### src/rtl/uart_wb_tx_sequencer.sv
// uart_wb_tx_sequencer
//   Wishbone master that configures and feeds a simpleuart_wb slave. Bytes arrive on a
//   valid/ready push port and are queued in a small FIFO. After reset, or whenever a new
//   divider is requested, the CLK_DIV register is written. Each queued byte is then written
//   to the DATA register. A bus cycle is held until the slave acks or the ack timeout
//   expires. Every bus cycle is followed by one idle GAP cycle.
//
// Ports
//   wb_clk_i      clock
//   wb_rst_i      synchronous reset, active-low
//   push_valid_i  byte offered on push_data_i
//   push_data_i   byte to transmit
//   push_ready_o  FIFO not full; a byte is accepted when valid & ready
//   div_i         new divider value
//   div_load_i    one-cycle pulse requesting a CLK_DIV write of div_i
//   m_wb_*        Wishbone master bus (write-only cycles)
//   busy_o        FSM not in IDLE, or FIFO not empty
//   timeout_o     sticky ack-timeout flag, cleared when a divider request is taken
//   fifo_level_o  number of bytes currently queued
//
// Optional feature
//   UART_SEQ_CRLF_EN: when defined, every 8'h0A byte is sent as 8'h0D followed by 8'h0A.

module uart_wb_tx_sequencer #(
  parameter logic [31:0] BASE_ADR    = 32'h2000_0000,
  parameter logic [7:0]  CLK_DIV_OFF = 8'h00,
  parameter logic [7:0]  DATA_OFF    = 8'h04,
  parameter logic [31:0] DEFAULT_DIV = 32'd868,
  parameter int          FIFO_DEPTH  = 8,
  parameter logic [15:0] ACK_TIMEOUT = 16'd4096
) (
  input  logic                          wb_clk_i,
  input  logic                          wb_rst_i,
  input  logic                          push_valid_i,
  input  logic [7:0]                    push_data_i,
  output logic                          push_ready_o,
  input  logic [31:0]                   div_i,
  input  logic                          div_load_i,
  output logic                          m_wb_cyc_o,
  output logic                          m_wb_stb_o,
  output logic                          m_wb_we_o,
  output logic [3:0]                    m_wb_sel_o,
  output logic [31:0]                   m_wb_adr_o,
  output logic [31:0]                   m_wb_dat_o,
  input  logic                          m_wb_ack_i,
  output logic                          busy_o,
  output logic                          timeout_o,
  output logic [$clog2(FIFO_DEPTH):0]   fifo_level_o
);

  localparam int PW = $clog2(FIFO_DEPTH);
  localparam int LW = PW + 1;

  typedef enum logic [2:0] {INIT, IDLE, CFG, SEND, GAP} state_t;

  state_t        state;
  logic [7:0]    fifo_mem [FIFO_DEPTH];
  logic [PW-1:0] wr_ptr;
  logic [PW-1:0] rd_ptr;
  logic [LW-1:0] level;
  logic [31:0]   div_hold;
  logic          div_pending;
  logic [15:0]   ack_cnt;
  logic          push;
  logic          pop;
  logic          timeout_hit;
  logic          cycle_done;
  logic [7:0]    head;
`ifdef UART_SEQ_CRLF_EN
  logic          cr_sent;
  logic          cur_is_cr;
`endif

  assign head         = fifo_mem[rd_ptr];
  assign push_ready_o = (level != LW'(FIFO_DEPTH));
  assign push         = push_valid_i & push_ready_o;
  assign fifo_level_o = level;
  assign busy_o       = (state != IDLE) || (level != '0);

  // The cycle has been open for ACK_TIMEOUT clocks when the counter reaches its last value.
  assign timeout_hit  = (ack_cnt == ACK_TIMEOUT - 16'd1);
  assign cycle_done   = ((state == CFG) || (state == SEND)) && m_wb_cyc_o &&
                        (m_wb_ack_i || timeout_hit);

  // An acked CR leaves its LF at the head; a timed-out CR drops the LF with it.
`ifdef UART_SEQ_CRLF_EN
  assign pop = (state == SEND) && cycle_done && !(cur_is_cr && m_wb_ack_i);
`else
  assign pop = (state == SEND) && cycle_done;
`endif

  // FIFO pointers and level; the level distinguishes full from empty when pointers meet.
  always_ff @(posedge wb_clk_i) begin
    if (!wb_rst_i) begin
      wr_ptr <= '0;
      rd_ptr <= '0;
      level  <= '0;
    end else begin
      if (push) wr_ptr <= wr_ptr + 1'b1;
      if (pop)  rd_ptr <= rd_ptr + 1'b1;
      case ({push, pop})
        2'b10:   level <= level + 1'b1;
        2'b01:   level <= level - 1'b1;
        default: ;
      endcase
    end
  end

  always_ff @(posedge wb_clk_i) begin
    if (push) fifo_mem[wr_ptr] <= push_data_i;
  end

  // Sequencer FSM. In CFG/SEND the first clock launches the registered bus cycle, which
  // then stays stable until ack or timeout closes it.
  always_ff @(posedge wb_clk_i) begin
    if (!wb_rst_i) begin
      state       <= INIT;
      m_wb_cyc_o  <= 1'b0;
      m_wb_stb_o  <= 1'b0;
      m_wb_we_o   <= 1'b0;
      m_wb_sel_o  <= 4'h0;
      m_wb_adr_o  <= 32'h0;
      m_wb_dat_o  <= 32'h0;
      timeout_o   <= 1'b0;
      div_pending <= 1'b0;
      div_hold    <= 32'h0;
      ack_cnt     <= 16'h0;
`ifdef UART_SEQ_CRLF_EN
      cr_sent     <= 1'b0;
      cur_is_cr   <= 1'b0;
`endif
    end else begin
      case (state)
        INIT: begin
          div_hold <= DEFAULT_DIV;
          state    <= CFG;
        end
        IDLE: begin
          if (div_pending) begin
            div_pending <= 1'b0;
            timeout_o   <= 1'b0;
            state       <= CFG;
          end else if (level != '0) begin
            state <= SEND;
          end
        end
        CFG, SEND: begin
          if (!m_wb_cyc_o) begin
            m_wb_cyc_o <= 1'b1;
            m_wb_stb_o <= 1'b1;
            m_wb_we_o  <= 1'b1;
            ack_cnt    <= 16'h0;
            if (state == CFG) begin
              m_wb_sel_o <= 4'hF;
              m_wb_adr_o <= BASE_ADR | {24'h0, CLK_DIV_OFF};
              m_wb_dat_o <= div_hold;
            end else begin
              m_wb_sel_o <= 4'h1;
              m_wb_adr_o <= BASE_ADR | {24'h0, DATA_OFF};
`ifdef UART_SEQ_CRLF_EN
              if ((head == 8'h0A) && !cr_sent) begin
                m_wb_dat_o <= 32'h0000_000D;
                cur_is_cr  <= 1'b1;
              end else begin
                m_wb_dat_o <= {24'h0, head};
                cur_is_cr  <= 1'b0;
              end
`else
              m_wb_dat_o <= {24'h0, head};
`endif
            end
          end else if (m_wb_ack_i || timeout_hit) begin
            m_wb_cyc_o <= 1'b0;
            m_wb_stb_o <= 1'b0;
            m_wb_we_o  <= 1'b0;
            m_wb_sel_o <= 4'h0;
            m_wb_adr_o <= 32'h0;
            m_wb_dat_o <= 32'h0;
            if (!m_wb_ack_i) timeout_o <= 1'b1;
`ifdef UART_SEQ_CRLF_EN
            if (state == SEND) cr_sent <= cur_is_cr && m_wb_ack_i;
`endif
            state <= GAP;
          end else begin
            ack_cnt <= ack_cnt + 1'b1;
          end
        end
        GAP:     state <= IDLE;
        default: state <= INIT;
      endcase
      // A divider pulse is latched in any state and overrides any earlier held value.
      if (div_load_i) begin
        div_pending <= 1'b1;
        div_hold    <= div_i;
      end
    end
  end

endmodule
### config.mk
export PLATFORM = sky130hd
export DESIGN_NAME = uart_wb_tx_sequencer
export DESIGN_NICKNAME = d
export VERILOG_FILES = /design/src/rtl/uart_wb_tx_sequencer.sv
export SDC_FILE = /design/constraint.sdc
export NUM_CORES = 1
export LEC_CHECK = 0
export ABC_AREA = 1
export ABC_CLOCK_PERIOD_IN_PS = 4500
export BUFFER_PORTS_ARGS = -buffer_cell sky130_fd_sc_hd__buf_2
export CAP_MARGIN = 25
export CORE_ASPECT_RATIO = 0.75
export CORE_UTILIZATION = 45
export CTS_CLUSTER_DIAMETER = 120
export DETAILED_ROUTE_END_ITERATION = 8
export GPL_TIMING_DRIVEN = 0
export PLACE_DENSITY = 0.66
export SETUP_SLACK_MARGIN = 0.1
export SYNTH_ARGS = -nofsm -noshare
export SYNTH_HDL_FRONTEND = slang
export SYNTH_SLANG_ARGS = --single-unit
### constraint.sdc
create_clock -name wb_clk_i -period 4.5 [get_ports wb_clk_i]
set_clock_uncertainty 0.05 [all_clocks]
set_input_delay 0.9 -clock wb_clk_i [delete_from_list [all_inputs] [get_ports wb_clk_i]]
set_output_delay 0.9 -clock wb_clk_i [all_outputs]
set_load 0.1 [all_outputs]
======== Word level (Yosys, flattened, before mapping) ========
Memory sizes are Yosys's and may differ from the RTL's. A register that Yosys moved wholly into a read port is not among the register bits.
Cells that the tools add are included.
word-level totals
  bits in latches ......................... 0
  bits in read-only memories .............. 0
  flip-flop bits (word level) ............. 133
  output and inout bits ................... 78
  RAM bits ................................ 64
  memories ................................ 1
  word-level logic and storage cells ...... 86
  input port bits ......................... 45
cells by class
  $mul .................................... 0
  add/subtract/negate cells ............... 5
  equal/unequal tests ..................... 16
  reductions and logical operators ........ 17
  divide/modulo/power cells ............... 0
  multiplexer cells ....................... 33
  shift-type cells ........................ 0
  bitwise gates (word level) .............. 1
  order comparisons ....................... 0
memory list
  name      words  bits a word  read ports  clocked after memory_dff  wr ports  RTL line  text
  fifo_mem  8      8            1           1                         1         57        logic [7:0] fifo_mem [FIFO_DEPTH];
operators by type and width
  kind                   number
  $mux 32                6
  $mux 16                2
  $mux 3                 7
  $add 16x1->16 const B  1
  $eq 16x12->1 const B   1
  $mux 1                 12
  $mux 4                 3
  $pmux 3 s4             1
  $ne 2x2->1 const B     5
  $pmux 4 s2             1
  $reduce_bool 2->1      4
  $add 3x1->3 const B    2
  $eq 3x2->1 const B     2
  $reduce_and 5->1       1
  $add 4x1->4 const B    1
  $ne 4x4->1 const B     1
  $reduce_and 2->1       2
  $reduce_bool 4->1      1
  $sub 4x1->4 const B    1
  $eq 3x1->1 const B     1
  $eq 3x3->1 const B     1
  $logic_and 1x1->1      3
  $logic_not 3->1        1
  $logic_or 1x1->1       3
  9 further kinds        9

======== Logic depth before layout (Yosys ltp) ========
  depth in word-level cells ............... 7
  depth in mapped cells ................... 16
  gate-level depth less buffers ........... 16

======== Worst setup path before layout ========
OpenSTA, ideal clock, no wires.
  path kind ............................... reg2reg
  start ................................... reg level[3] (netlist: fifo_level_o[3])
  end ..................................... reg level[2] (netlist: fifo_level_o[2])
  slack ................................... 807 ps
  stages on the path, launching flop included .. 10
  arrival ................................. 3527 ps
  buffers on the path ..................... 0
  clock period less this slack ............ 3693 ps
  cell sequence ........................... dfxtp_1 -> nand3_1 -> nand2_1 -> ha_1 -> xor2_1 -> ha_1 -> a21oi_1 -> xnor2_1 -> o21ai_0 -> inv_1
on the way
  longest elaborated chain between the ends .. 4
  elaborated cells on any way between the ends .. 6
  those cells by class .................... 3 x eq/ne; 1 x mux; 1 x bitwise; 1 x reduce/logical
ends and longest elaborated chain
  item                                                    RTL line  text
  from (decl)                                             60        logic [LW-1:0] level;
  from (signal assigned)                                  102       2'b10: level <= level + 1'b1;
  from (signal assigned)                                  103       2'b01: level <= level - 1'b1;
  $ne 4x4->1 *                                            75        assign push_ready_o = (level != LW'(FIFO_DEPTH));
  net push_ready_o                                        36        output logic push_ready_o,
  $and 1x1->1 *                                           76        assign push = push_valid_i & push_ready_o;
  $eq 2x1->1 / $eq 2x2->1 (equally long branches)         101       case ({push, pop})
  $pmux 4 s2 / $reduce_bool 2->1 (equally long branches)  n/a
The timed path passes the listed nets; every way through them passes the cells marked *.
A chain may end at the register's enable or synchronous reset.

======== Worst setup path in the final report ========
  start ................................... reg ack_cnt[0]
  end ..................................... reg level[2] (netlist: fifo_level_o[2])
on the way
  longest elaborated chain between the ends .. 6
  elaborated cells on any way between the ends .. 8
  those cells by class .................... 3 x eq/ne; 1 x mux; 4 x reduce/logical
ends and longest elaborated chain
  item                                                    RTL line  text
  from (decl)                                             63        logic [15:0] ack_cnt;
  from (signal assigned)                                  185       ack_cnt <= ack_cnt + 1'b1;
  $eq 16x12->1 *                                          81        assign timeout_hit = (ack_cnt == ACK_TIMEOUT - 16'd1);
  $logic_or 1x1->1 *                                      83        (m_wb_ack_i || timeout_hit);
  $logic_and 1x1->1 *                                     82        assign cycle_done = ((state == CFG) || (state == SEND)) && m_wb_cyc_o &&
  $logic_and 1x1->1 *                                     89        assign pop = (state == SEND) && cycle_done;
  net pop                                                 65        logic pop;
  $eq 2x1->1 / $eq 2x2->1 (equally long branches)         101
  $pmux 4 s2 / $reduce_bool 2->1 (equally long branches)  n/a
Marked as above.

==> metrics.csv <==
metric,value,unit
timing.rr.start,ack_cnt[0],
holdPathEnd,m_wb_dat_o[19],
root_buffer,clkbuf_16,
setup_viol,0,
drc,0,
cts_setup_buffers,0,
clock_path_buffers,2,
post-route-period-util,61.2,%
synthXorXnorAreaFrac,1.08,%
cts_hold_buffers,0,
tightest_slew,0.879,ns
final_area,8700,um^2
ys_seq_elements,166,
critical_path_arrival,3.02,ns
r2r-end,fifo_level_o[2],
holdCritPathClass,reg -> reg,
grt-ovfl-total,0,
synthSimpleGateAreaFrac,25.6,%
grt_max_degree,18,
synth_ff_type,dfxtp_1,
cpMostUsedCell,ha_1,
final-seq-area,3960,um^2
ant_nets,0,
syn_to_final_growth,19.5,%
grt_pass1_wl,27700,um
cts_inserted_buffers,17,
path_depth,14,
critPathMaxFanout,5,
drtIter0Drc,347,
period_minus_slack,2.75,ns
clk_pin_slew,0.07,ns
rsz0062_at_grt,false,
synth_top_area_share,28.0,%
synth-edff-count,64,
track_usage,21.5,%
fp.dieArea,16700,um^2
slew_headroom,41.2,%
whs_path_depth,2,
layout_common_cells,"nand2_1 (251), buf_2 (107), dfxtp_1 (102), nand3_1 (94), a21oi_1 (81)",
nets,1041,
endpoint_kind,flip-flop,
ir_worst_vdd,0.308,mV
yosysSeqAreaShare,54.4,%
ys_warn_count,0,
wl_per_cell,14.3,um
cts_tree,yes,
status,completed,
cts_max_level,4,
viasPerCell,4.97,
syn-cell-area,7280,um^2
synth_top_family_by_area,simple AND/OR/NAND/NOR gates,
worstPathCellList,ha_1 -> nand3_2 -> nor2_4 -> nand2_2 -> nand2_1 -> nand3_2 -> inv_2 -> ha_1 -> xor2_1 -> ha_1 -> a21oi_1 -> xnor2_1 -> o21ai_0 -> inv_1,
first_pass_iters,4,
ys_types,30,
maxSlewViolCount,0,
start_kind,flip-flop,
n_fill_cell,1431,
die_height,112,um
rows,39,
antenna_found_initial,0,
initial_utilization,46.9,%
synth_area_leaders,"dfxtp_1 (28%), edfxtp_1 (26%), nand2_1 (13%), nand3_1 (6.5%), a21oi_1 (5.6%)",
syn_inst,851,
hold_viol,0,
instances_no_fill,1208,
fp.dieW,149,um
final.setup.tns,0,ns
hp-start,m_wb_dat_o[19],
synth-adder-area-share,1.03,%
place_hpwl,12300,um
post_cts_resized,0,
ys_async_sr_fraction,0,%
synth_compound_area_share,9.09,%
path_buf_inv,2,
io_buffers,91,
core-area,15500,um^2
cts_sinks,166,
fmax,0.363,GHz
first_global_vias,5380,
yosys-mux-area-fraction,0,%
crit_type,reg -> reg,
drive_above_1_share,21.1,%
design_power_total,4100,uW
rr_worst_depth,14,
maxCapViolCount,0,
crit_path_max_incr_delay,0.39,ns
diodes,0,
synth_area_per_cell,8.56,um^2
multi_input_area,2800,um^2
placed_area,8100,um^2
dp.cells,1176,
drt_wl_total,17200,um
worstPathRequired,4.77,ns
r2r_slack,1.75,ns
critical-path-top-delay-family,simple AND/OR/NAND/NOR gates,
p_leak,0.00364,uW
power.density,471,nW/um^2
ios,123,
critPathSlowestCell,dfxtp_1,
clkLatencyLatePin,0.42,ns
layout_commonest_cell,nand2_1,
place_congestion,0.877,
synth.largest_area_cell,dfxtp_1,
num_vias,6008,
-- sequential cells by signal, indices dropped and copies added, names as in the netlist, named ones only --
signal	flops
m_wb_dat_o	32
timeout_o	1
div_hold	32
state	3
m_wb_sel_o	2
wr_ptr	3
m_wb_adr_o	1
ack_cnt	16
fifo_level_o	4
fifo_mem	64
div_pending	1
rd_ptr	3
m_wb_cyc_o	1
-- cells in the mapped netlist, types with 5 or more instances --
library cell	instances
a21oi_1	81
a21oi_2	10
buf_2	16
buf_4	35
clkbuf_1	21
dfxtp_1	102
edfxtp_1	64
ha_1	6
inv_1	40
inv_2	5
nand2_1	251
nand3_1	94
nand3_2	13
nand4_1	10
nor2_1	51
o21ai_0	15
o221ai_1	5
xor2_1	7
-- layer usage --
layer	track usage (%)	share of wire [%]	up-vias
li1	-	-	3047
met2	31.0	43	199
met1	32.5	49	2749
met4	6.19	0.94	0
met5	0	0	-
met3	4.15	7.0	13
-- worst max path at each step --
stage                         start               to
floorplan           fifo_level_o[3]  fifo_level_o[2]
global placement         ack_cnt[0]  fifo_level_o[2]
detailed placement       ack_cnt[0]  fifo_level_o[2]
CTS                        state[2]           busy_o
global route             ack_cnt[0]  fifo_level_o[2]
finish                   ack_cnt[0]  fifo_level_o[2]
-- per-stage QoR --
| step | hold slack [ns] | utilization, % | setup slack, ns |
|---|---|---|---|
| floorplan | 0.394 | - | 0.807 |
| global placement | 0.399 | 52.2 | 1.82 |
| detailed placement | 0.402 | 52.2 | 1.79 |
| CTS | 0.412 | 56.1 | 1.76 |
| global route | 0.427 | 56.1 | 1.48 |
| finish | 0.408 | 56.1 | 1.75 |
-- logic make-up (layout without fill, tap and decap cells) --
logic type | count (synthesis) | in the layout
buf+inv | 122 | 245
xor+xnor | 9 | 9
simple gates | 428 | 428
other cells | 1 | 30
compound gates | 119 | 119
fa+ha+maj | 6 | 6
flops | 166 | 166
-- tightest hold or removal path, cell delays in order, from the launching register on --
cell     delay, ns
dfxtp_1       0.31
nand2_1       0.06
a21oi_1       0.05
-- area by class of cell --
class / count / area share, %
multi-input combinational: 592 / 32.1
buffer: 76 / 5.29
clock buffer: 18 / 5.05
sequential: 166 / 45.5
timing repair buffer: 91 / 5.23
tap: 205 / 2.95
clock inverter: 14 / 1.83
inverter: 46 / 1.98
-- power breakdown --
part	internal (uW)	switching, uW
combinational	191	775
clock	806	650
sequential	1630	42.6
(Power assumes the default switching activity.)
